[config.mk]
export PLATFORM = sky130hd
export DESIGN_NAME = risc_fetch_unit
export DESIGN_NICKNAME = d
export VERILOG_FILES = /design/src/rtl/risc_pkg.sv /design/src/rtl/risc_fetch_fifo.sv /design/src/rtl/risc_fetch_unit.sv
export SDC_FILE = /design/constraint.sdc
export NUM_CORES = 1
export LEC_CHECK = 0
export CAP_MARGIN = 40
export CORE_UTILIZATION = 40
export CTS_BUF_LIST = sky130_fd_sc_hd__clkbuf_8
export DETAILED_ROUTE_END_ITERATION = 6
export PLACE_DENSITY = 0.69
export REMOVE_ABC_BUFFERS = 1
export SKIP_CTS_REPAIR_TIMING = 1
export SYNTH_ARGS = -nofsm -noshare
export SYNTH_HDL_FRONTEND = slang
export SYNTH_SLANG_ARGS = --single-unit
[constraint.sdc]
create_clock -name clk -period 1.71 [get_ports clk]
set_clock_uncertainty 0.1 [all_clocks]
set_input_delay 0.342 -clock clk [delete_from_list [all_inputs] [get_ports clk]]
set_output_delay 0.342 -clock clk [all_outputs]
set_load 0.005 [all_outputs]
[src/rtl/risc_pkg.sv]
`default_nettype none
// +----------------------------------------------------------------------------+
// | risc_pkg : shared types and constants for the instruction fetch stage      |
// | Rev 1.0                                                                    |
// +----------------------------------------------------------------------------+
package risc_pkg;

    localparam int unsigned XLEN        = 32;
    localparam int unsigned INSTR_BYTES = 4;

    typedef enum logic [1:0] {
        IDLE  = 2'd0,
        FETCH = 2'd1,
        WAIT  = 2'd2,
        DRAIN = 2'd3
    } fetch_state_t;

    typedef struct packed {
        logic [XLEN-1:0] pc;
        logic [XLEN-1:0] instr;
    } fetch_entry_t;

endpackage
`default_nettype wire

[src/rtl/risc_fetch_fifo.sv]
`default_nettype none
// +----------------------------------------------------------------------------+
// | risc_fetch_fifo : register-based FIFO of {pc, instr} fetch entries          |
// | Rev 1.0                                                                    |
// +----------------------------------------------------------------------------+
module risc_fetch_fifo
    import risc_pkg::*;
#(
    parameter  int unsigned DEPTH = 2,
    localparam int unsigned PW    = (DEPTH > 1) ? $clog2(DEPTH) : 1,
    localparam int unsigned CW    = $clog2(DEPTH + 1)
) (
    input  logic          clk,
    input  logic          reset,
    input  logic          push_i,
    input  fetch_entry_t  entry_i,
    input  logic          pop_i,
    input  logic          flush_i,
    output logic          full_o,
    output logic          empty_o,
    output logic [CW-1:0] count_o,
    output fetch_entry_t  head_o
);

    fetch_entry_t  mem_q [DEPTH];
    logic [PW-1:0] wr_ptr_q;
    logic [PW-1:0] rd_ptr_q;
    logic [CW-1:0] count_q;
    logic          do_push;
    logic          do_pop;

    assign empty_o = (count_q == '0);
    assign full_o  = (count_q == CW'(DEPTH));
    assign count_o = count_q;
    assign head_o  = mem_q[rd_ptr_q];

    // A push into a full FIFO is only accepted when the head leaves the same cycle.
    assign do_pop  = pop_i && !empty_o;
    assign do_push = push_i && (!full_o || do_pop);

    always_ff @(posedge clk or negedge reset) begin
        if (!reset) begin
            for (int i = 0; i < int'(DEPTH); i++) begin
                mem_q[i] <= '0;
            end
            wr_ptr_q <= '0;
            rd_ptr_q <= '0;
            count_q  <= '0;
        end else if (flush_i) begin
            wr_ptr_q <= '0;
            rd_ptr_q <= '0;
            count_q  <= '0;
        end else begin
            if (do_push) begin
                mem_q[wr_ptr_q] <= entry_i;
                wr_ptr_q        <= wr_ptr_q + PW'(1);
            end
            if (do_pop) begin
                rd_ptr_q <= rd_ptr_q + PW'(1);
            end
            case ({do_push, do_pop})
                2'b10:   count_q <= count_q + CW'(1);
                2'b01:   count_q <= count_q - CW'(1);
                default: count_q <= count_q;
            endcase
        end
    end

endmodule
`default_nettype wire

[src/rtl/risc_fetch_unit.sv]
`default_nettype none
// +----------------------------------------------------------------------------+
// | risc_fetch_unit : single-outstanding instruction fetch with decode FIFO.    |
// | Define RISC_FETCH_PERF_EN to add the stall_cycles_o counter.  Rev 1.0      |
// +----------------------------------------------------------------------------+
module risc_fetch_unit #(
    parameter int unsigned DEPTH       = 2,
    parameter int unsigned INSTR_BYTES = risc_pkg::INSTR_BYTES
) (
    input  logic                       clk,
    input  logic                       reset,
    input  logic [risc_pkg::XLEN-1:0]  pc_i,
    output logic [2:0]                 pc_inc,
    output logic                       imem_req,
    output logic [risc_pkg::XLEN-1:0]  imem_addr,
    input  logic                       imem_gnt,
    input  logic                       imem_rvalid,
    input  logic [risc_pkg::XLEN-1:0]  imem_rdata,
    input  logic                       flush_i,
    output logic [risc_pkg::XLEN-1:0]  instr_o,
    output logic [risc_pkg::XLEN-1:0]  instr_pc_o,
    output logic                       instr_valid_o,
    input  logic                       instr_ready_i
`ifdef RISC_FETCH_PERF_EN
    ,
    output logic [31:0]                stall_cycles_o
`endif
);

    import risc_pkg::*;

    localparam int unsigned CW  = $clog2(DEPTH + 1);
    localparam logic [2:0]  INC = 3'(INSTR_BYTES);

    fetch_state_t    state_q;
    logic [XLEN-1:0] opc_q;
    logic            grant;
    logic            push;
    logic            pop;
    logic            fifo_full;
    logic            fifo_empty;
    logic [CW-1:0]   fifo_count;
    logic            unused_count;
    fetch_entry_t    push_entry;
    fetch_entry_t    head;

    // A request is only raised with a free slot, so the eventual push never overflows.
    assign imem_req   = (state_q == FETCH) && !flush_i && !fifo_full;
    assign imem_addr  = pc_i;
    assign grant      = imem_req && imem_gnt;
    assign pc_inc     = grant ? INC : 3'd0;

    assign push       = (state_q == WAIT) && imem_rvalid && !flush_i;
    assign push_entry = '{pc: opc_q, instr: imem_rdata};
    assign pop        = !fifo_empty && instr_ready_i;

    assign instr_valid_o = !fifo_empty;
    assign instr_o       = head.instr;
    assign instr_pc_o    = head.pc;
    assign unused_count  = ^fifo_count;

    always_ff @(posedge clk or negedge reset) begin
        if (!reset) begin
            state_q <= IDLE;
            opc_q   <= '0;
        end else begin
            case (state_q)
                IDLE: state_q <= FETCH;
                FETCH: begin
                    if (grant) begin
                        opc_q   <= pc_i;
                        state_q <= WAIT;
                    end
                end
                WAIT: begin
                    if (imem_rvalid) begin
                        state_q <= FETCH;
                    end else if (flush_i) begin
                        state_q <= DRAIN;
                    end
                end
                DRAIN: begin
                    if (imem_rvalid) begin
                        state_q <= FETCH;
                    end
                end
                default: state_q <= IDLE;
            endcase
        end
    end

    risc_fetch_fifo #(
        .DEPTH (DEPTH)
    ) u_fifo (
        .clk     (clk),
        .reset   (reset),
        .push_i  (push),
        .entry_i (push_entry),
        .pop_i   (pop),
        .flush_i (flush_i),
        .full_o  (fifo_full),
        .empty_o (fifo_empty),
        .count_o (fifo_count),
        .head_o  (head)
    );

`ifdef RISC_FETCH_PERF_EN
    logic [31:0] stall_q;

    always_ff @(posedge clk or negedge reset) begin
        if (!reset) begin
            stall_q <= '0;
        end else if (flush_i) begin
            stall_q <= '0;
        end else if (instr_ready_i && !instr_valid_o && (stall_q != 32'hFFFF_FFFF)) begin
            stall_q <= stall_q + 32'd1;
        end
    end

    assign stall_cycles_o = stall_q;
`else
    // Stall counting is not built in this configuration.
`endif

endmodule
`default_nettype wire

==> results of run 1 <==
==> metal layers <==
layer  global-route usage [%]  wire, um  up-vias
met1                     20.6      8390     2478
met4                     4.85       237        0
met3                     4.26       670       24
li1                         -         -     2178
met5                        0         0        -
met2                     29.1      9610      116
==> final cells by class <==
| cell class | count | area share [%] |
|---|---|---|
| clock buffer | 18 | 2.26 |
| clock inverter | 14 | 0.925 |
| inverter | 9 | 0.331 |
| multi-input combinational | 261 | 29.7 |
| sequential | 166 | 37.9 |
| tap | 229 | 2.61 |
| timing repair buffer | 272 | 26.3 |
==> registers in the layout, indices dropped and copies added (netlist names) <==
name / flops
opc_q: 32
state_q: 2
u_fifo.count_o: 2
u_fifo.mem_q: 128
u_fifo.rd_ptr_q: 1
u_fifo.wr_ptr_q: 1
==> cells in the final DEF, fill, tap and decap left out, types with 2 or more instances in the layout <==
cell type        count
dfrtp_1            165
mux2_2             125
mux2_4              99
clkdlybuf4s50_1     68
clkbuf_2            55
buf_4               43
dlymetal6s2s_1      34
buf_6               33
clkbuf_8            18
buf_12              17
clkbuf_16           14
buf_8                7
inv_1                6
a21oi_1              4
clkinv_4             4
inv_6                4
clkinv_2             4
inv_2                3
o21ai_0              3
nor2b_1              2
nand2_4              2
nand2_1              2
nand2b_1             2
a211oi_1             2
ha_4                 2
conb_1               2
==> Yosys cell counts <==
cell	n	area, um^2
nor2b_1	2	12.5
inv_1	9	33.8
o21bai_1	1	7.51
buf_4	36	270
xor2_1	1	8.76
nand2b_1	3	18.8
a211oi_1	2	15.0
nor4_2	1	12.5
buf_6	11	124
o31a_1	1	8.76
o32ai_1	1	8.76
mux2_2	195	2200
nor3_2	1	10.0
dfrtp_1	166	4150
o21ai_0	3	15.0
nand2_4	1	11.3
and3_1	1	6.26
nand3_2	1	10.0
mux2_1	29	327
nand2_1	3	11.3
a21oi_1	4	20.0
nor3b_2	1	12.5
clkbuf_1	2	7.51
buf_2	9	45.0
ha_1	3	37.5
nand4_1	1	6.26
o211ai_1	1	7.51
conb_1	1	3.75
nor2_1	2	7.51
==> metrics by stage <==
stage	utilization [%]	area, um^2
final	60.6	11000
after global routing	60.6	11000
after CTS	53.8	9730
after detailed placement	51.9	9390
after global placement	51.9	9390
after floorplan	-	6970
==> worst register-to-register path, stage by stage (launching register included) <==
cell,delay (ps)
dfrtp_1,380
buf_6,110
ha_4,130
nand2_4,70
nor4_4,300
buf_6,170
buf_12,150
clkbuf_16,160
mux2_4,300
==> worst min-delay path by stage <==
stage / cells past startpoint / endpoint / slack (ps) / startpoint
6_report: 2 / u_fifo.mem_q[36]$_DFFE_PN0P_ / 130 / reset
5_1_grt: 2 / u_fifo.mem_q[36]$_DFFE_PN0P_ / 120 / reset
4_1_cts: 1 / u_fifo.mem_q[36]$_DFFE_PN0P_ / -460 / reset
3_5_place_dp: 1 / u_fifo.mem_q[36]$_DFFE_PN0P_ / 40 / reset
3_3_place_gp: 1 / opc_q[4]$_DFFE_PN0P_ / 40 / reset
2_1_floorplan: 0 / opc_q[0]$_DFFE_PN0P_ / -50 / reset
==> logic make-up after synthesis <==
kind of cell             Yosys count  share of synthesized area [%]
AO/OA/AOI/OAI                     13                           1.11
XOR/XNOR                           1                          0.118
adder cells (fa/ha/maj)            3                          0.507
buffers and inverters             67                           6.49
flip-flops                       166                           56.1
multiplexers                     224                           34.0
other                              1                         0.0506
AND/OR/NAND/NOR                   17                           1.60
==> where the power goes <==
part | internal [mW] | switching, mW
registers | 5.02 | 0.688
clock network | 1.05 | 1.49
logic | 3.03 | 1.47
total | 9.10 | 3.65
==> key figures, run 1 <==
Drt
  • Detail Route Antenna Nets: 0
  • Post-Route WL: 18.9 mm
  • DR vias/cell: 4.95
  • Drt drc: 22
  • Drt first pass iters: 6
  • Vias: 4796
  • WL/cell: between 15 and 20 um
  • 1st-iter DRT viols: 150

Layout
  • Multi-input gate area: 3250 um^2
  • Number of fill cells in the layout: 1366
  • Non-Filler Instances: between 900 and 1000
  • Fin nets: 800
  • Register area: 4160 um^2
  • Area Overhead vs Synth: 47.9%
  • N_diodes: 0
  • Layout cells sized above 1: about three fifths

Synth
  • Yosys warns: 0
  • Synth Cell Area: around 7400 um^2
  • Cells after Synth: 492
  • Seq cells post-synth: 166
  • Avg Cell Area, Syn: about 15 um^2
  • Register area share after synthesis: roughly 56%
  • Library cells used by synthesis: 29

Floorplan
  • # IOs: 171
  • Die Wd: 138 um
  • Starting Density: 41.0%
  • Die area: 19100 um^2
  • Die Ht: 138 um
  • Core area: 18100 um^2
  • Site Rows: 49

Global routing
  • Largest net degree at the start of global routing: 90
  • Total grt overflow: 0
  • Vias in the first global route: around 5000
  • Initial antenna violation count: 0
  • Global-route wire length before repair: 24.9 mm
  • Overall routing resource usage: between 10% and 20%

Timing
  • Fin crit period: 2230 ps
  • Count of final max-slew check failures: 0
  • Setup violations, final: 195
  • F_max: roughly 450 MHz
  • Setup Total Neg Slack: -56000 ps
  • Hold Fails Final Rpt: 0
  • RSZ-0062 raised after global routing: true
  • Worst setup margin: -523 ps
  • Rel. slew slack: 66.4%
  • Worst-margin pin slew: 504 ps
  • Final Hold Slack: 133 ps
  • Fin crit share: 131%

Pwr
  • Pleak: 5.58 nW
  • IR drop worst, VDD: 0.523 mV
  • Pwr/cell area: between 1000 and 1500 nW/um^2
  • Total power: ~13 mW

Setup path
  • Critical R2R Capture: u_fifo.mem_q[66]$_DFFE_PN0P_
  • Critical path's largest stage delay: between 400 and 500 ps
  • CP most frequent cell: buf_12
  • R2r setup slk: -280 ps
  • Critical path class: reg2out
  • CP endpoint kind: output port
  • Critical Path Slowest Stage Cell: dfrtp_2
  • Buf/Inv on CP: 4
  • Worst Setup SP: u_fifo.rd_ptr_q$_DFFE_PN0P_
  • RR Startpoint: state_q[1]$_DFFE_PN0P_
  • Startpoint types: flop
  • Critical path endpoint: instr_o[1]
  • CP Depth: 5
  • Critical-path maximum fanout: 8
  • Reg2reg path depth: 8
  • Worst Path Required: 1270 ps
  • Critical Path AT: about 1800 ps
  • Worst-path cell chain: buf_12, clkbuf_16, buf_12, mux2_2, clkbuf_2
  • Delay-heaviest family, CP: buffers and inverters

Clock network
  • CTS tree: yes
  • Clock slew at reported path FFs: ~90 ps
  • TritonCTS Sinks: 166
  • Clk_lat worst skew: 450 ps
  • Number of CTS-inserted buffers: 17
  • CTS max path bufs: 2
  • H-Tree Level Count: 4
  • Root buf cell: clkbuf_8

Status
  • Status: complete, but fails checks
  • Violated checks: design-rule violations, negative setup slack

Place
  • Detail Placement HPWL: 10.2 mm
  • IO Port Bufs: 168
  • Setup slack at placement: -596 ps
  • Final GP Congestion: about 0.75
  • Cells after DPL: 879

Flow run
  • MaxCap Viol Count: 0

Hold path
  • Worst Hold Class: in2async
Power figures use the tool's default switching activity.
==> run 2, diff against run 1 <==
Settings changed: CORE_ASPECT_RATIO set to 0.9.
==> key figures, run 2 (synthesis results as in run 1) <==
Pwr
  • IR drop worst, VDD: 0.785 mV
  • Pwr/cell area: 1210 nW/um^2
  • Pleak: 6.07 nW

Setup path
  • R2r setup slk: -280 ps
  • Startpoint types: flop
  • Worst Path Required: ~1300 ps
  • Critical-path maximum fanout: 15
  • Critical Path AT: 1940 ps
  • Critical Path Slowest Stage Cell: dfrtp_2
  • Reg2reg path depth: 7
  • Critical R2R Capture: u_fifo.mem_q[106]$_DFFE_PN0P_
  • Critical path class: reg2out
  • Worst-path cell chain: buf_12, mux2_2, clkdlybuf4s50_1
  • Buf/Inv on CP: 2
  • Delay-heaviest family, CP: buffers and inverters
  • CP endpoint kind: output port
  • RR Startpoint: state_q[1]$_DFFE_PN0P_
  • Critical path's largest stage delay: approximately 470 ps

Hold path
  • Worst-case hold path end point: opc_q[5]$_DFFE_PN0P_
  • Worst Hold Class: in2reg
  • WHS Path Cells: 3
  • Hold Startpoint: pc_i[5]

Layout
  • Fin nets: 808
  • Commonest cells after routing, fill and taps aside: dfrtp_1, mux2_2, mux2_4
  • Register area: 4160 um^2
  • N_diodes: 0
  • Area Overhead vs Synth: 50.8%
  • Largest register FFs: 128
  • Number of fill cells in the layout: between 1000 and 1500
  • Multi-input gate area: 3270 um^2
  • Post-route cell area: 11200 um^2
  • Biggest register: u_fifo.mem_q
  • Layout cells sized above 1: ~55%
  • Most common cell after layout, fill and taps aside: dfrtp_1
  • Final Util: 62.4%
  • Regs by FF count: u_fifo.mem_q: 128 flops, opc_q: 32 flops

Place
  • Final GP Congestion: between 0.7 and 0.8
  • IO Port Bufs: 168
  • Setup slack at placement: -516 ps
  • Post-DP Area: 9520 um^2
  • Detail Placement HPWL: 10.5 mm

Timing
  • Count of final max-slew check failures: 0
  • Fin crit period: 2380 ps
  • RSZ-0062 raised after global routing: true
  • Fin crit share: 139%
  • F_max: around 420 MHz
  • Setup violations, final: ~220
  • Final Hold Slack: 208 ps
  • Hold Fails Final Rpt: 0
  • Worst setup margin: -671 ps
  • Setup Total Neg Slack: -57300 ps

Global routing
  • Initial antenna violation count: 0
  • Total grt overflow: 0
  • Largest net degree at the start of global routing: 59
  • Global-route wire length before repair: between 20 and 25 mm
  • Vias in the first global route: 4900
  • Overall routing resource usage: between 10% and 20%

Floorplan
  • Site Rows: 46
  • Core area: 17900 um^2
  • Die Ht: ~130 um
  • Starting Density: 41.4%
  • Die area: 19100 um^2
  • Die Wd: 145 um
  • # IOs: 171

Drt
  • Vias: 4843
  • DR vias/cell: 4.90
  • Drt drc: 0
  • Post-Route WL: 18.8 mm
  • WL/cell: 19.0 um
  • Detail Route Antenna Nets: 0
  • 1st-iter DRT viols: approximately 160
  • Drt first pass iters: 4

Clock network
  • H-Tree Level Count: 4
  • Clk_lat worst skew: 450 ps
  • TritonCTS Sinks: 166
  • Clock slew at reported path FFs: 80 ps
  • Root buf cell: clkbuf_8
  • CTS max path bufs: 2
  • Number of CTS-inserted buffers: 17
  • CTS tree: yes

Status
  • Status: complete, but fails checks
  • Violated checks: negative setup slack

Flow run
  • MaxCap Viol Count: 0
==> run 2: cell count changes in the layout (fill, tap and decap cells not counted), sizes merged <==
cell	change
clkbuf	-27
clkinv	-3
dlymetal6s2s	+28
inv	-3
buf	+1
bufinv	+2
clkdlybuf4s50	+5
clkinvlp	+5
==> run 2: worst max path at each step <==
| stage | from | endpoint | cells after the start |
|---|---|---|---|
| 2_1_floorplan | state_q[0]$_DFFE_PN0P_ | u_fifo.mem_q[100]$_DFFE_PN0P_ | 5 |
| 3_3_place_gp | flush_i | u_fifo.mem_q[64]$_DFFE_PN0P_ | 6 |
| 3_5_place_dp | flush_i | u_fifo.mem_q[119]$_DFFE_PN0P_ | 6 |
| 4_1_cts | u_fifo.rd_ptr_q$_DFFE_PN0P_ | instr_pc_o[21] | 3 |
| 5_1_grt | u_fifo.rd_ptr_q$_DFFE_PN0P_ | instr_pc_o[12] | 3 |
| 6_report | u_fifo.rd_ptr_q$_DFFE_PN0P_ | instr_pc_o[12] | 3 |
==> run 2: where the power goes <==
| part | internal [mW] | total, mW | switching [mW] |
|---|---|---|---|
| clock network | 1.30 | 2.77 | 1.47 |
| logic | 3.42 | 4.96 | 1.54 |
| registers | 5.02 | 5.74 | 0.724 |
| total | 9.74 | 13.5 | 3.73 |
==> run 2: metrics by stage <==
step	power [mW]	instances
floorplan	7.37	435
global placement	9.49	905
detailed placement	9.70	905
CTS	12.5	937
global route	14.2	988
finish	13.5	988
==> run 2: routing by layer <==
| layer | wire [um] | share of wire [%] | vias up | track usage (%) |
|---|---|---|---|---|
| met5 | 0 | 0 | - | 0 |
| met4 | 195 | 1.0 | 0 | 4.39 |
| met3 | 714 | 3.8 | 17 | 4.10 |
| met2 | 9430 | 50 | 134 | 27.1 |
| met1 | 8470 | 45 | 2500 | 21.1 |
| li1 | - | - | 2192 | - |
==> run 2: layout make-up <==
type,count,area share (%)
clock buffer,17,2.10
clock inverter,15,1.39
inverter,9,0.325
multi-input combinational,261,29.3
sequential,166,37.2
tap,240,2.69
timing repair buffer,280,27.0
==> run 2: worst min-delay path, stage by stage <==
cell and delay (ps):
dlymetal6s2s_1 130, buf_4 120, mux2_2 120
==> run 3, diff against run 2 <==
Settings changed: CTS_CLUSTER_SIZE set to 25, RECOVER_POWER set to 100, SETUP_SLACK_MARGIN set to 0.5.
==> key figures, run 3 (synthesis results as in run 1) <==
Setup path
  • CP Depth: 3
  • Buf/Inv on CP: 2
  • Reg2reg path depth: 7
  • Worst Path Required: 1270 ps
  • Critical path class: reg2out
  • Critical path endpoint: instr_pc_o[12]
  • RR Startpoint: state_q[1]$_DFFE_PN0P_
  • Worst-path cell chain: buf_12, mux2_2, clkdlybuf4s50_1
  • Delay-heaviest family, CP: buffers and inverters
  • Critical R2R Capture: u_fifo.mem_q[106]$_DFFE_PN0P_
  • Critical Path Slowest Stage Cell: dfrtp_2
  • Critical-path maximum fanout: 15
  • Startpoint types: flop
  • Critical path's largest stage delay: roughly 470 ps
  • R2r setup slk: -370 ps
  • CP endpoint kind: output port
  • Worst Setup SP: u_fifo.rd_ptr_q$_DFFE_PN0P_
  • Critical Path AT: 1930 ps

Layout
  • Largest register FFs: about 130
  • Regs by FF count: u_fifo.mem_q: 128 flops, opc_q: 32 flops
  • Layout cells sized above 1: 58.5%
  • Final Util: 61.1%
  • Most common cell after layout, fill and taps aside: dfrtp_1
  • Commonest cells after routing, fill and taps aside: dfrtp_1, mux2_2, mux2_4
  • Biggest register: u_fifo.mem_q
  • Area Overhead vs Synth: 47.5%
  • N_diodes: 0
  • Post-route cell area: 10900 um^2
  • Fin nets: 809

Floorplan
  • Die Wd: 145 um
  • Site Rows: 46
  • Die Ht: about 130 um
  • # IOs: 171
  • Core area: about 18000 um^2
  • Starting Density: 41.4%
  • Die area: 19100 um^2

Clock network
  • CTS max path bufs: 2
  • CTS tree: yes
  • Number of CTS-inserted buffers: 17
  • H-Tree Level Count: 4
  • Clk_lat worst skew: 450 ps
  • Root buf cell: clkbuf_8
  • Clock slew at reported path FFs: 90 ps
  • TritonCTS Sinks: roughly 170

Drt
  • Drt first pass iters: 5
  • WL/cell: around 19 um
  • Vias: 4848
  • Drt drc: 0
  • 1st-iter DRT viols: 182
  • Detail Route Antenna Nets: 0
  • Post-Route WL: 18.8 mm
  • DR vias/cell: 4.90

Pwr
  • IR drop worst, VDD: 0.775 mV
  • Total power: around 13 mW
  • Pleak: 5.83 nW
  • Logic gate share of total power: 36.6%
  • Psw: 3.74 mW
  • Pwr/cell area: 1230 nW/um^2
  • Flop pwr share: 42.8%
  • Sw Share: 27.8%
  • Clock power frac: 20.6%
  • Internal power: roughly 9.7 mW

Timing
  • F_max: 421 MHz
  • Hold Fails Final Rpt: 0
  • Count of final max-slew check failures: 0
  • Worst setup margin: -664 ps
  • Fin crit period: 2370 ps
  • RSZ-0062 raised after global routing: true
  • Final Hold Slack: approximately 60 ps
  • Worst-margin pin slew: 764 ps
  • Setup violations, final: approximately 220
  • Fin crit share: 139%
  • Rel. slew slack: between 40% and 50%

Place
  • Setup slack at placement: -516 ps
  • IO Port Bufs: between 150 and 200
  • Post-DP Area: about 9500 um^2
  • Detail Placement HPWL: 10.5 mm
  • Final GP Congestion: 0.765

Global routing
  • Global-route wire length before repair: 24.7 mm
  • Vias in the first global route: slightly below 5000
  • Total grt overflow: 0
  • Initial antenna violation count: 0
  • Overall routing resource usage: 16.3%
  • Largest net degree at the start of global routing: 59

Hold path
  • WHS Path Cells: 2
  • Worst Hold Class: in2reg

Status
  • Violated checks: negative setup slack
  • Status: complete, but fails checks

Flow run
  • MaxCap Viol Count: 0
run 3: cell count changes in the layout (fill, tap and decap cells not counted), sizes merged:
cell / previous run / this run
dlymetal6s2s: 62 / 41
clkbuf: 60 / 96
buf: 101 / 95
clkdlybuf4s50: 73 / 41
clkdlybuf4s25: 0 / 24
run 3: worst min-delay path by stage:
| stage | end | slack, ps | startpoint |
|---|---|---|---|
| finish | opc_q[13]$_DFFE_PN0P_ | 60 | pc_i[13] |
| global route | opc_q[11]$_DFFE_PN0P_ | 50 | pc_i[11] |
| CTS | u_fifo.mem_q[2]$_DFFE_PN0P_ | -350 | reset |
| detailed placement | u_fifo.mem_q[2]$_DFFE_PN0P_ | 140 | reset |
| global placement | u_fifo.mem_q[2]$_DFFE_PN0P_ | 140 | reset |
| floorplan | opc_q[0]$_DFFE_PN0P_ | -50 | reset |
run 3: final cells by class:
cell class | count | area (um^2)
Clock buffer | 17 | 234
Clock inverter | 15 | 155
Fill cell | 1372 | 6970
Inverter | 9 | 36.3
Multi-Input combinational cell | 261 | 3280
Sequential cell | 166 | 4160
Tap cell | 240 | 300
Timing Repair Buffer | 281 | 2770
run 3: per-layer routing:
layer / up-vias / track usage (%) / part of all wire [%]
met4: 0 / 4.39 / 1.2
met1: 2508 / 21.1 / 45
met2: 129 / 27.1 / 50
li1: 2193 / - / -
met5: - / 0 / 0
met3: 18 / 4.10 / 3.6
run 3: through the flow:
step	std cells	TNS (ps)
2_1_floorplan	435	-284770
5_1_grt	989	-90760
4_1_cts	937	-68930
6_report	989	-71180
3_5_place_dp	905	-80480
3_3_place_gp	905	-76550
run 3: worst register-to-register path: stages, from the launching register on:
cell and delay (ps):
dfrtp_1 390, buf_6 120, ha_4 140, nand2_1 130, nor4_4 380, buf_6 220
clkbuf_16 190, mux2_4 300
run 3: power by group through the flow:
stage	registers, mW	clock network (mW)	logic [mW]
finish	5.74	2.77	4.91
global route	5.87	3.02	5.24
CTS	5.62	2.85	4.03
detailed placement	5.70	0	4.00
global placement	5.60	0	3.89
floorplan	5.49	0	1.88
